**src/rtl/uengine_result_readback.sv**
```systemverilog
// Result readback sequencer for one Monarch chip: walks the enabled engines over SPI,
// collects status and nonces, and packs them plus a summary word into the chip's result slot.
module uengine_result_readback #(
  parameter logic [7:0] STATUS_REG            = 8'hC0,
  parameter logic [7:0] NONCE_BASE_REG        = 8'hC2,
  parameter int         MAX_NONCES_PER_ENGINE = 4
) (
  input  logic        SysClock,
  input  logic        SysReset,
  input  logic        ModuleStart,
  output logic        ModuleDone,
  input  logic [15:0] EngineMap,
  input  logic [2:0]  ActualChipIndex,
  output logic [31:0] SPI_TX,
  output logic        SPI_START,
  input  logic        SPI_DONE,
  input  logic [15:0] SPI_RX,
  output logic [8:0]  Memory_Address,
  output logic [31:0] Memory_WriteData,
  output logic        Memory_WriteEnable,
  output logic [15:0] DebugExport
);

  typedef enum logic [4:0] {
    S_IDLE        = 5'd0,
    S_INIT        = 5'd1,
    S_SCAN        = 5'd2,
    S_LOAD_TX     = 5'd3,
    S_START_SPI   = 5'd4,
    S_WAIT_SPI    = 5'd5,
    S_CAPTURE     = 5'd6,
    S_WRITE_NONCE = 5'd7,
    S_NEXT_ENGINE = 5'd8,
    S_SUMMARY     = 5'd9,
    S_DONE        = 5'd10
  } state_t;

  // Which kind of register the frame in flight is reading.
  typedef enum logic [1:0] {PH_STATUS, PH_HI, PH_LO} phase_t;

  localparam logic [2:0] MaxN = 3'(MAX_NONCES_PER_ENGINE);

  state_t      state, state_nx;
  phase_t      phase;
  logic [4:0]  engine;
  logic [2:0]  nonce, ncount;
  logic [5:0]  result_count;
  logic        overflow;
  logic [15:0] done_mask, hi_half, rx_latched;
  logic [7:0]  reg_addr;

  logic [2:0]  ncount_val, nonce_nx;
  logic        slot_free, write_nonce_en;

  assign ncount_val     = (rx_latched[2:0] > MaxN) ? MaxN : rx_latched[2:0];
  assign nonce_nx       = nonce + 3'd1;
  assign slot_free      = (result_count < 6'd31);
  assign write_nonce_en = (state == S_WRITE_NONCE) && slot_free;

  always_ff @(posedge SysClock or posedge SysReset) begin
    if (SysReset) state <= S_IDLE;
    else          state <= state_nx;
  end

  always_comb begin
    state_nx = state;
    case (state)
      S_IDLE:        if (ModuleStart) state_nx = S_INIT;
      S_INIT:        state_nx = S_SCAN;
      S_SCAN: begin
        if (engine[4])                   state_nx = S_SUMMARY;
        else if (EngineMap[engine[3:0]]) state_nx = S_LOAD_TX;
      end
      S_LOAD_TX:     state_nx = S_START_SPI;
      S_START_SPI:   state_nx = S_WAIT_SPI;
      S_WAIT_SPI:    if (SPI_DONE) state_nx = S_CAPTURE;
      S_CAPTURE: begin
        case (phase)
          PH_STATUS: state_nx = (ncount_val == 3'd0) ? S_NEXT_ENGINE : S_LOAD_TX;
          PH_HI:     state_nx = S_LOAD_TX;
          default:   state_nx = S_WRITE_NONCE;
        endcase
      end
      S_WRITE_NONCE: state_nx = (nonce_nx == ncount) ? S_NEXT_ENGINE : S_LOAD_TX;
      S_NEXT_ENGINE: state_nx = S_SCAN;
      S_SUMMARY:     state_nx = S_DONE;
      S_DONE:        state_nx = S_IDLE;
      default:       state_nx = S_IDLE;
    endcase
  end

  always_ff @(posedge SysClock or posedge SysReset) begin
    if (SysReset) begin
      phase        <= PH_STATUS;
      engine       <= '0;
      nonce        <= '0;
      ncount       <= '0;
      result_count <= '0;
      overflow     <= 1'b0;
      done_mask    <= '0;
      hi_half      <= '0;
      rx_latched   <= '0;
      reg_addr     <= '0;
    end else begin
      case (state)
        S_INIT: begin
          engine       <= '0;
          nonce        <= '0;
          ncount       <= '0;
          result_count <= '0;
          overflow     <= 1'b0;
          done_mask    <= '0;
        end
        S_SCAN: begin
          if (!engine[4]) begin
            if (EngineMap[engine[3:0]]) begin
              reg_addr <= STATUS_REG;
              phase    <= PH_STATUS;
            end else begin
              engine <= engine + 5'd1;
            end
          end
        end
        S_WAIT_SPI: if (SPI_DONE) rx_latched <= SPI_RX;
        S_CAPTURE: begin
          case (phase)
            PH_STATUS: begin
              if (rx_latched[15]) done_mask[engine[3:0]] <= 1'b1;
              ncount   <= ncount_val;
              nonce    <= '0;
              reg_addr <= NONCE_BASE_REG;
              phase    <= PH_HI;
            end
            PH_HI: begin
              hi_half  <= rx_latched;
              reg_addr <= reg_addr + 8'd1;
              phase    <= PH_LO;
            end
            default: ;
          endcase
        end
        S_WRITE_NONCE: begin
          // Once the slot is full further nonces are still read but only flagged.
          if (slot_free) result_count <= result_count + 6'd1;
          else           overflow     <= 1'b1;
          nonce    <= nonce_nx;
          reg_addr <= NONCE_BASE_REG + {4'b0000, nonce_nx, 1'b0};
          phase    <= PH_HI;
        end
        S_NEXT_ENGINE: engine <= engine + 5'd1;
        default: ;
      endcase
    end
  end

  always_comb begin
    SPI_TX = '0;
    if (state == S_LOAD_TX || state == S_START_SPI || state == S_WAIT_SPI)
      SPI_TX = {1'b1, ActualChipIndex, engine[3:0], reg_addr, 16'h0000};
  end

  always_comb begin
    Memory_Address   = '0;
    Memory_WriteData = '0;
    if (write_nonce_en) begin
      Memory_Address   = {ActualChipIndex, 6'd33 + result_count};
      Memory_WriteData = {hi_half, rx_latched};
    end else if (state == S_SUMMARY) begin
      Memory_Address   = {ActualChipIndex, 6'd32};
      Memory_WriteData = {done_mask, 7'b0, overflow, 2'b00, result_count};
    end
  end

  assign Memory_WriteEnable = write_nonce_en || (state == S_SUMMARY);
  assign SPI_START          = (state == S_START_SPI);
  assign ModuleDone         = (state == S_DONE);
  assign DebugExport        = {4'b0000, result_count, state, SPI_DONE};

endmodule

```
**config.mk**
```make
export PLATFORM = sky130hd
export DESIGN_NAME = uengine_result_readback
export DESIGN_NICKNAME = d
export VERILOG_FILES = /design/src/rtl/uengine_result_readback.sv
export SDC_FILE = /design/constraint.sdc
export NUM_CORES = 1
export LEC_CHECK = 0
export CORE_UTILIZATION = 44
export CTS_CLUSTER_DIAMETER = 50
export DETAILED_ROUTE_END_ITERATION = 10
export HOLD_SLACK_MARGIN = 0.12
export PLACE_DENSITY = 0.78
export SLEW_MARGIN = 25
export SYNTH_ARGS = -nofsm -noshare
export SYNTH_HDL_FRONTEND = slang
export SYNTH_SLANG_ARGS = --single-unit
```
**constraint.sdc**
```tcl
create_clock -name SysClock -period 2.8 [get_ports SysClock]
set_input_delay 0.84 -clock SysClock [delete_from_list [all_inputs] [get_ports SysClock]]
set_output_delay 0.84 -clock SysClock [all_outputs]
set_load 0.01 [all_outputs]
```
Yosys cells after proc, flatten, opt, wreduce, memory -nomap -nowiden
Cells that the tools add are included.
Widths: inputs -> output; s select.
{"block": "word_totals", "regBits": 81, "word_cells": 110}
{"block": "op_classes", "eq_ne": 23, "n_addsub": 6, "muxes": 40, "magnitude_cmp": 4, "n_reduce_logical": 24, "n_bitwise": 1}
{"op": "$mux 32", "count": 3}
{"op": "$pmux 5 s9", "count": 1}
{"op": "$mux 16", "count": 2}
{"op": "$pmux 16 s2", "count": 1}
{"op": "$mux 5", "count": 6}
{"op": "$pmux 8 s3", "count": 1}
{"op": "$eq 5x3->1 const B", "count": 4}
{"op": "$mux 9", "count": 2}
{"op": "$ne 2x2->1 const B", "count": 9}
{"op": "$mux 8", "count": 2}
{"op": "$or 16x16->16", "count": 1}
{"op": "$pmux 8 s2", "count": 1}
{"op": "$eq 5x4->1 const B", "count": 3}
{"op": "$pmux 5 s3", "count": 1}
{"op": "$pmux 6 s2", "count": 1}
{"op": "$reduce_and 2->1", "count": 6}
{"op": "$eq 5x2->1 const B", "count": 2}
{"op": "$mux 3", "count": 3}
{"op": "$pmux 3 s3", "count": 1}
{"op": "$reduce_and 3->1", "count": 3}
{"op": "$reduce_bool 3->1", "count": 3}
{"op": "$add 7x5->8 const A", "count": 1}
{"op": "$add 8x1->8 const B", "count": 1}
{"op": "$mux 4", "count": 2}
{"op": "other kinds (31)", "count": 38}

Longest topological paths before layout
Gate-level depths: netlist of the first run.
{"block": "logic_depth", "word_depth": 8, "mapped_depth": 8}

Worst setup path after synthesis of the first run
No wires, ideal clock.
{"block": "synth_path", "path_kind": "flip-flop to output port", "start": "register result_count[0]", "end": "output port Memory_WriteData[10]", "setup_slack_ns": 0.091, "arrival_time_ns": 1.869, "stages_incl_launch_ff": 7, "path_cell_list": "dfrtp_1 -> ha_1 -> and3_1 -> a211oi_1 -> buf_2 -> clkbuf_1 -> and2_1"}
{"block": "synth_via", "elab_chain_cells": 3}
{"element": "from (decl)", "line": "47", "text": "logic [5:0] result_count;"}
{"element": "from (signal assigned)", "line": "144", "text": "if (slot_free) result_count <= result_count + 6'd1;"}
{"element": "$lt 6x5->1", "line": "57", "text": "assign slot_free = (result_count < 6'd31);"}
{"element": "$logic_and 1x1->1", "line": "58", "text": "assign write_nonce_en = (state == S_WRITE_NONCE) && slot_free;"}
{"element": "$mux 32", "line": "165", "text": "if (write_nonce_en) begin"}
{"element": "to (decl)", "line": "19", "text": "output logic [31:0] Memory_WriteData,"}
Every way passes these cells.

Final worst setup path of the first run
{"block": "layout_path", "start": "register result_count[0]", "end": "output port Memory_WriteData[20]"}
Same word-level chain as after synthesis.

==> results of run 1 <==
[layout make-up]
class	instances	area share
clock buffer	11	0.02297
clock inverter	4	0.004879
inverter	14	0.009148
multi-input combinational	366	0.3834
sequential	80	0.3255
tap	133	0.02704
timing repair buffer	162	0.2271
[how the worst min path moves through the flow]
stage	endpoint	slack (ns)	depth (start not counted)
floorplan	reg_addr[7]	0.45	1
global route	hi_half[7]	0.50	2
CTS	hi_half[1]	0.49	2
detailed placement	hi_half[8]	0.47	2
global placement	hi_half[1]	0.46	2
finish	hi_half[13]	0.49	2
[flip-flops by register name (all words and copies together) (netlist names), 3 cells and up]
name	cells
state	4
engine	5
reg_addr	8
result_count	6
done_mask	16
ncount	3
hi_half	16
nonce	3
rx_latched	16
[power groups by stage]
stage | clock network [mW] | logic (mW) | registers [mW]
2_1_floorplan | 0 | 1.23 | 1.72
3_3_place_gp | 0 | 1.93 | 1.79
3_5_place_dp | 0 | 1.99 | 1.79
5_1_grt | 0.848 | 2.24 | 1.83
4_1_cts | 0.787 | 2.02 | 1.77
6_report | 0.773 | 2.07 | 1.78
[through the flow]
step / setup TNS [ns] / setup WS [ns] / instances / cell area [um2]
2_1_floorplan: 0 / 0.09100 / 511 / 4632
3_3_place_gp: -1.310 / -0.07774 / 739 / 5952
3_5_place_dp: -2.638 / -0.1242 / 739 / 5952
4_1_cts: -0.03480 / -0.01747 / 762 / 6116
5_1_grt: -1.285 / -0.09775 / 770 / 6155
6_report: 0 / 0.01853 / 770 / 6155
[per-layer routing]
layer  track usage  wire [um]
met5             0          0
met4       0.08061        277
met3       0.05412        719
met2        0.4060       6528
met1        0.2897       5166
[layout by cell type, fill, tap and decap left out, types with 3 or more instances in the layout]
cell type        Yosys  routed
dfrtp_1             80      79
nand2_1             70      70
clkdlybuf4s50_1      0      49
buf_4               22      38
nor2_1              41      37
buf_2                5      29
o21ai_0             25      25
a22o_1              23      23
conb_1               1      21
a21oi_1             21      20
buf_6                2      19
mux2_2              17      17
dlygate4sd2_1        0      14
nor3_1              13      13
inv_1               14      12
nand3_1             11      11
and2_1              20      11
clkbuf_8             0      10
and2_4               0       9
xnor2_1              9       9
mux2i_1              8       8
a31oi_1              8       8
nor2b_1              7       7
ha_1                 8       7
clkbuf_2             0       7
or3_1                6       6
a21o_1               6       6
nor4_1               7       6
nand2b_1             4       4
nor3b_1              4       4
buf_12               0       4
a211o_1              3       3
[what timing repair did]
action                                  CTS  global route
buffers inserted                          5             8
endpoints found under the setup margin   59            42
gates resized for setup                 181            45
pin swaps                                 5            19
cloned                                    3             0
[cells by family (layout without fill, tap and decap cells)]
group	Yosys count	in the layout	synth area share
XOR/XNOR	12	12	0.02638
other	1	21	0.0008236
AO/OA/AOI/OAI	99	99	0.1487
flip-flops	80	80	0.4397
multiplexers	29	29	0.07365
buffers and inverters	65	191	0.07639
adder cells (fa/ha/maj)	8	8	0.02198
AND/OR/NAND/NOR	197	197	0.2124
[worst min-delay path, delay by kind of cell (launching register included)]
kind | cells | cell delay [ns]
simple gates | 2 | 0.10
flops | 1 | 0.36
==> run metrics, run 1 <==
outcome complete, no violations; Hold Buf Count CTS 0; diode count 0; Crit path top cell by count buf_6; Worst EP arrival 1.94 ns; launch point of the worst reg-to-reg path state[0]; multi-input logic area 2360 um2; # rows 36; share of cells above drive strength 1 0.2527; cell depth of the worst setup path 8; Sw Share 0.3861; GP Congestion 0.9296; DRT antenna net count 0; Post-route DRC 0; drt total wl 12.69 mm; Psw 1.786 mW; synth top area cells dfrtp_1 (44%), nand2_1 (5.8%), a22o_1 (4.4%); most frequent cells after synthesis dfrtp_1 (80), nand2_1 (70), nor2_1 (41), o21ai_0 (25), a22o_1 (23); clock power share 0.167; DP HPWL 8.803 mm; io pins 131; Fmax 359.5 MHz; post-synthesis register bit count 80; Main synth FF type dfrtp_1; Synth warnings 0; leakage 3.025 nW; CP max stage cell dfrtp_1; Crit. End Element output pin; sequential area share after synthesis 0.4397; crit path from result_count[0]; pins over their slew limit 0; H-tree Lvls 3; Syn Area/Cell 9.273 um2; R2R Path End engine[1]; Fillers 851; Overall Power 4.627 mW; Layout area overhead 35.17%; post-synth top area share 0.4397; final hold vios 0; sequential standard cell area 2003 um2; worst skew pair latency 0.35 ns; Iteration-0 DRC Markers 213; Flop pwr share 0.385; R2R cell count 7; Slew headroom 0.5189; Int Pwr 2.841 mW; post-synthesis cell type count 55; Final Net Count 680; crit path cell chain ha_2 -> and3_4 -> a211oi_4 -> buf_6 -> buf_6 -> buf_6 -> a22o_1 -> buf_2; element type at the critical path start flop; post-layout util 0.6211; full die area 10760 um2; vias per cell 5.484; clk root buf clkbuf_8; Synth Cell Area 4553 um2; port bufs 109; Setup Skew 0.01115 ns; Clock Sinks 80; power per standard cell area 751.8 nW/um2; Tot GR Track Use 0.2354; worst slew pin tran 0.7157 ns; grt ovf 0; combinational power share 0.447; Inserted Clock Buffers 9; largest net degree at the start of global routing 81; EDFF count, synth 0; Max clock buf depth 2; Hold Crit Start hi_half[13]; Die Wd 103.7 um; post-layout min period 2.781 ns; Starting Density 0.4595; initial antenna violation count 0; # setup viols final 0; global-route wire length before repair 20.38 mm; Max rail drop VDD 371.9 uV; Reg2Reg Setup Slack 0.33 ns; dominant cell type by area after synthesis dfrtp_1; DR WL/cell 16.48 um; Die H 103.7 um; most numerous cell in the Yosys netlist dfrtp_1; Vias 4223; vias in the first global route 4085; DRT Pass-1 Iters 6; Hold WC Path Type reg -> reg; clock-pin slew on the worst setup and hold paths 0.08 ns; RSZ-0062 raised after global routing yes; CP peak stage delay 0.39 ns; worst hold slack 0.4875 ns; async set-reset flop share out of synthesis 1.000; Cells after Synth 491; CP endpoint Memory_WriteData[20]; Max Cap Violations 0; crit-path leading delay family buffers and inverters; CTS tree yes; WP buf/inv 4; CP max FO 5; core area 9910 um2; worst setup path category reg -> out; Worst Path Required 1.96 ns; post-route clock period utilization 0.9934
No activity file was read; power rests on OpenSTA's default activity.
==> run 2: changes to the inputs <==
CORE_MARGIN = 2   (was not set)
CTS_CLUSTER_SIZE = 30   (was not set)
==> run 2 against run 1 <==
  * The flow now finishes with violations (setup timing)
  * Via count grew 0.88%
  * Combinational power grew 4%
  * Critical path depth grew 1
  * Count of clock-buffer cells in the layout is the same
  * Fmax shrank 4.5%
  * Die area grew 3.9%
  * Routed wire length grew 4.7%
  * Utilization shrank 0.18 points
  * Critical path type unchanged
  * Largest cell class unchanged
==> run metrics, run 2 (synthesized netlist as in run 1, its figures left out) <==
outcome complete, but fails checks; failing checks setup timing; Layout area overhead 38.53%; Sw Share 0.3846; Max rail drop VDD 437.9 uV; io pins 131; Crit. End Element output pin; crit path cell chain ha_2 -> and3_4 -> a211oi_4 -> buf_6 -> buf_12 -> buf_8 -> buf_6 -> and2_4 -> buf_6; power per standard cell area 768.4 nW/um2; final setup TNS -1.591 ns; post-layout util 0.6193; Iteration-0 DRC Markers 270; commonest non-fill, non-tap cells in the layout dfrtp_1 (79), nand2_1 (70), clkdlybuf4s50_1 (49); largest net degree at the start of global routing 35; Flop pwr share 0.373; CP max FO 5; final std cells w/o fill 775; launch point of the worst reg-to-reg path state[2]; final hold vios 0; biggest regs done_mask (16), hi_half (16), rx_latched (16); placed cells 741; element type at the critical path start flop; clock power share 0.183; clk root buf clkbuf_8; Psw 1.864 mW; post-route setup slack -0.1124 ns; Die H 105.7 um; placed inst area 5948 um2; DRT Pass-1 Iters 5; Final Net Count 681; worst slew pin tran 0.7489 ns; core area 10180 um2; Starting Density 0.4471; Setup Skew 0.009101 ns; combinational power share 0.444; Max Cap Violations 0; # setup viols final 29; pre-CTS WS -0.1041 ns; sequential standard cell area 2003 um2; worst hold slack 0.4904 ns; CP peak stage delay 0.40 ns; pins over their slew limit 0; port bufs 109; drt total wl 13.29 mm; vias in the first global route 4277; crit path from result_count[1]; Max clock buf depth 2; worst skew pair latency 0.35 ns; Worst EP arrival 2.07 ns; Hold Buf Count CTS 0; full die area 11180 um2; worst setup path category reg -> out; Tot GR Track Use 0.2407; share of cells above drive strength 1 0.2582; commonest non-fill, non-tap cell in the layout dfrtp_1; Fmax 343.4 MHz; WP buf/inv 5; multi-input logic area 2379 um2; DRT antenna net count 0; diode count 0; Worst Path Required 1.96 ns; leakage 3.066 nW; CP max stage cell dfrtp_1; Hold Crit Start reg_addr[7]; grt ovf 0; global-route wire length before repair 21.35 mm; H-tree Lvls 3; RSZ-0062 raised after global routing yes; Int Pwr 2.982 mW; Fillers 838; vias per cell 5.497; Slew headroom 0.4996; Post-route DRC 0; Clock Sinks 80; CTS tree yes; Hold WC Path Type reg -> reg; clock-pin slew on the worst setup and hold paths 0.08 ns; crit-path leading delay family buffers and inverters; post-layout min period 2.912 ns; DP HPWL 9.000 mm; Overall Power 4.846 mW; post-route clock period utilization 1.040; GP Congestion 0.8578; Die Wd 105.7 um; post-layout instance area 6307 um2; initial antenna violation count 0; Inserted Clock Buffers 9; Vias 4260; DR WL/cell 17.15 um; Crit path top cell by count buf_6; # rows 37
-- run 2: changes by cell type in the layout (fill, tap and decap cells not counted), moves of 2 or more --
cell and delta:
nor2_1 -4, buf_12 +3, clkbuf_2 -7, buf_6 -2, and2_4 -2, buf_8 +3, clkdlybuf4s15_1 +2, nor2_2 +4
and2_1 +2, buf_2 +2
-- run 2: per-layer routing --
metal	track usage	vias to the layer above	part of all wire
met5	0	-	0
met4	0.09868	0	0.026
met1	0.3052	2077	0.41
li1	-	1942	-
met3	0.05566	33	0.078
met2	0.3972	208	0.49
-- run 2: final timing paths --
check | end | slack (ns) | cells after the start
setup / recovery | Memory_WriteData[13] | -0.11 | 9
hold / removal | reg_addr[7] | 0.49 | 1
setup reg to reg | done_mask[4] | 0.38 | 8
hold reg to reg | reg_addr[7] | 0.49 | 1
max in group asynchronous | engine[1] | 1.36 | 3
min in group asynchronous | rx_latched[6] | 0.87 | 2
-- run 2: final cells by class --
cell class	count	share of cell area
Timing Repair Buffer	163	0.2371
Inverter	14	0.008927
Multi-Input combinational cell	366	0.3771
Clock inverter	5	0.009919
Clock buffer	11	0.02242
Sequential cell	80	0.3176
Tap cell	136	0.02698
-- run 2: worst register-to-register path: cells and delay by family (launching register included) --
kind                   cells  cell delay [ns]
AND/OR/NAND/NOR            3             1.08
AO/OA/AOI/OAI              2             0.32
buffers and inverters      3             0.58
flip-flops                 1             0.36
-- run 2: power groups by stage --
stage                     combinational, mW  sequential, mW  clock (mW)
after floorplan                        1.23            1.72           0
after global placement                 1.92            1.80           0
after detailed placement               1.98            1.81           0
after CTS                              2.09            1.80       0.897
after global routing                   2.33            1.85       0.953
final                                  2.15            1.81       0.888
-- run 2: repair_timing --
action                     in CTS  in global routing
setup buffers                   9                  7
pin swaps                      15                 13
setup endpoints to repair      59                 44
gates cloned                    3                  0
gates resized for setup       223                 16
==> run 3: changes to the inputs <==
ABC_AREA = 0   (was not set)
==> results of run 3 <==
The final DEF is identical to that of run 2; final timing and power are the same.
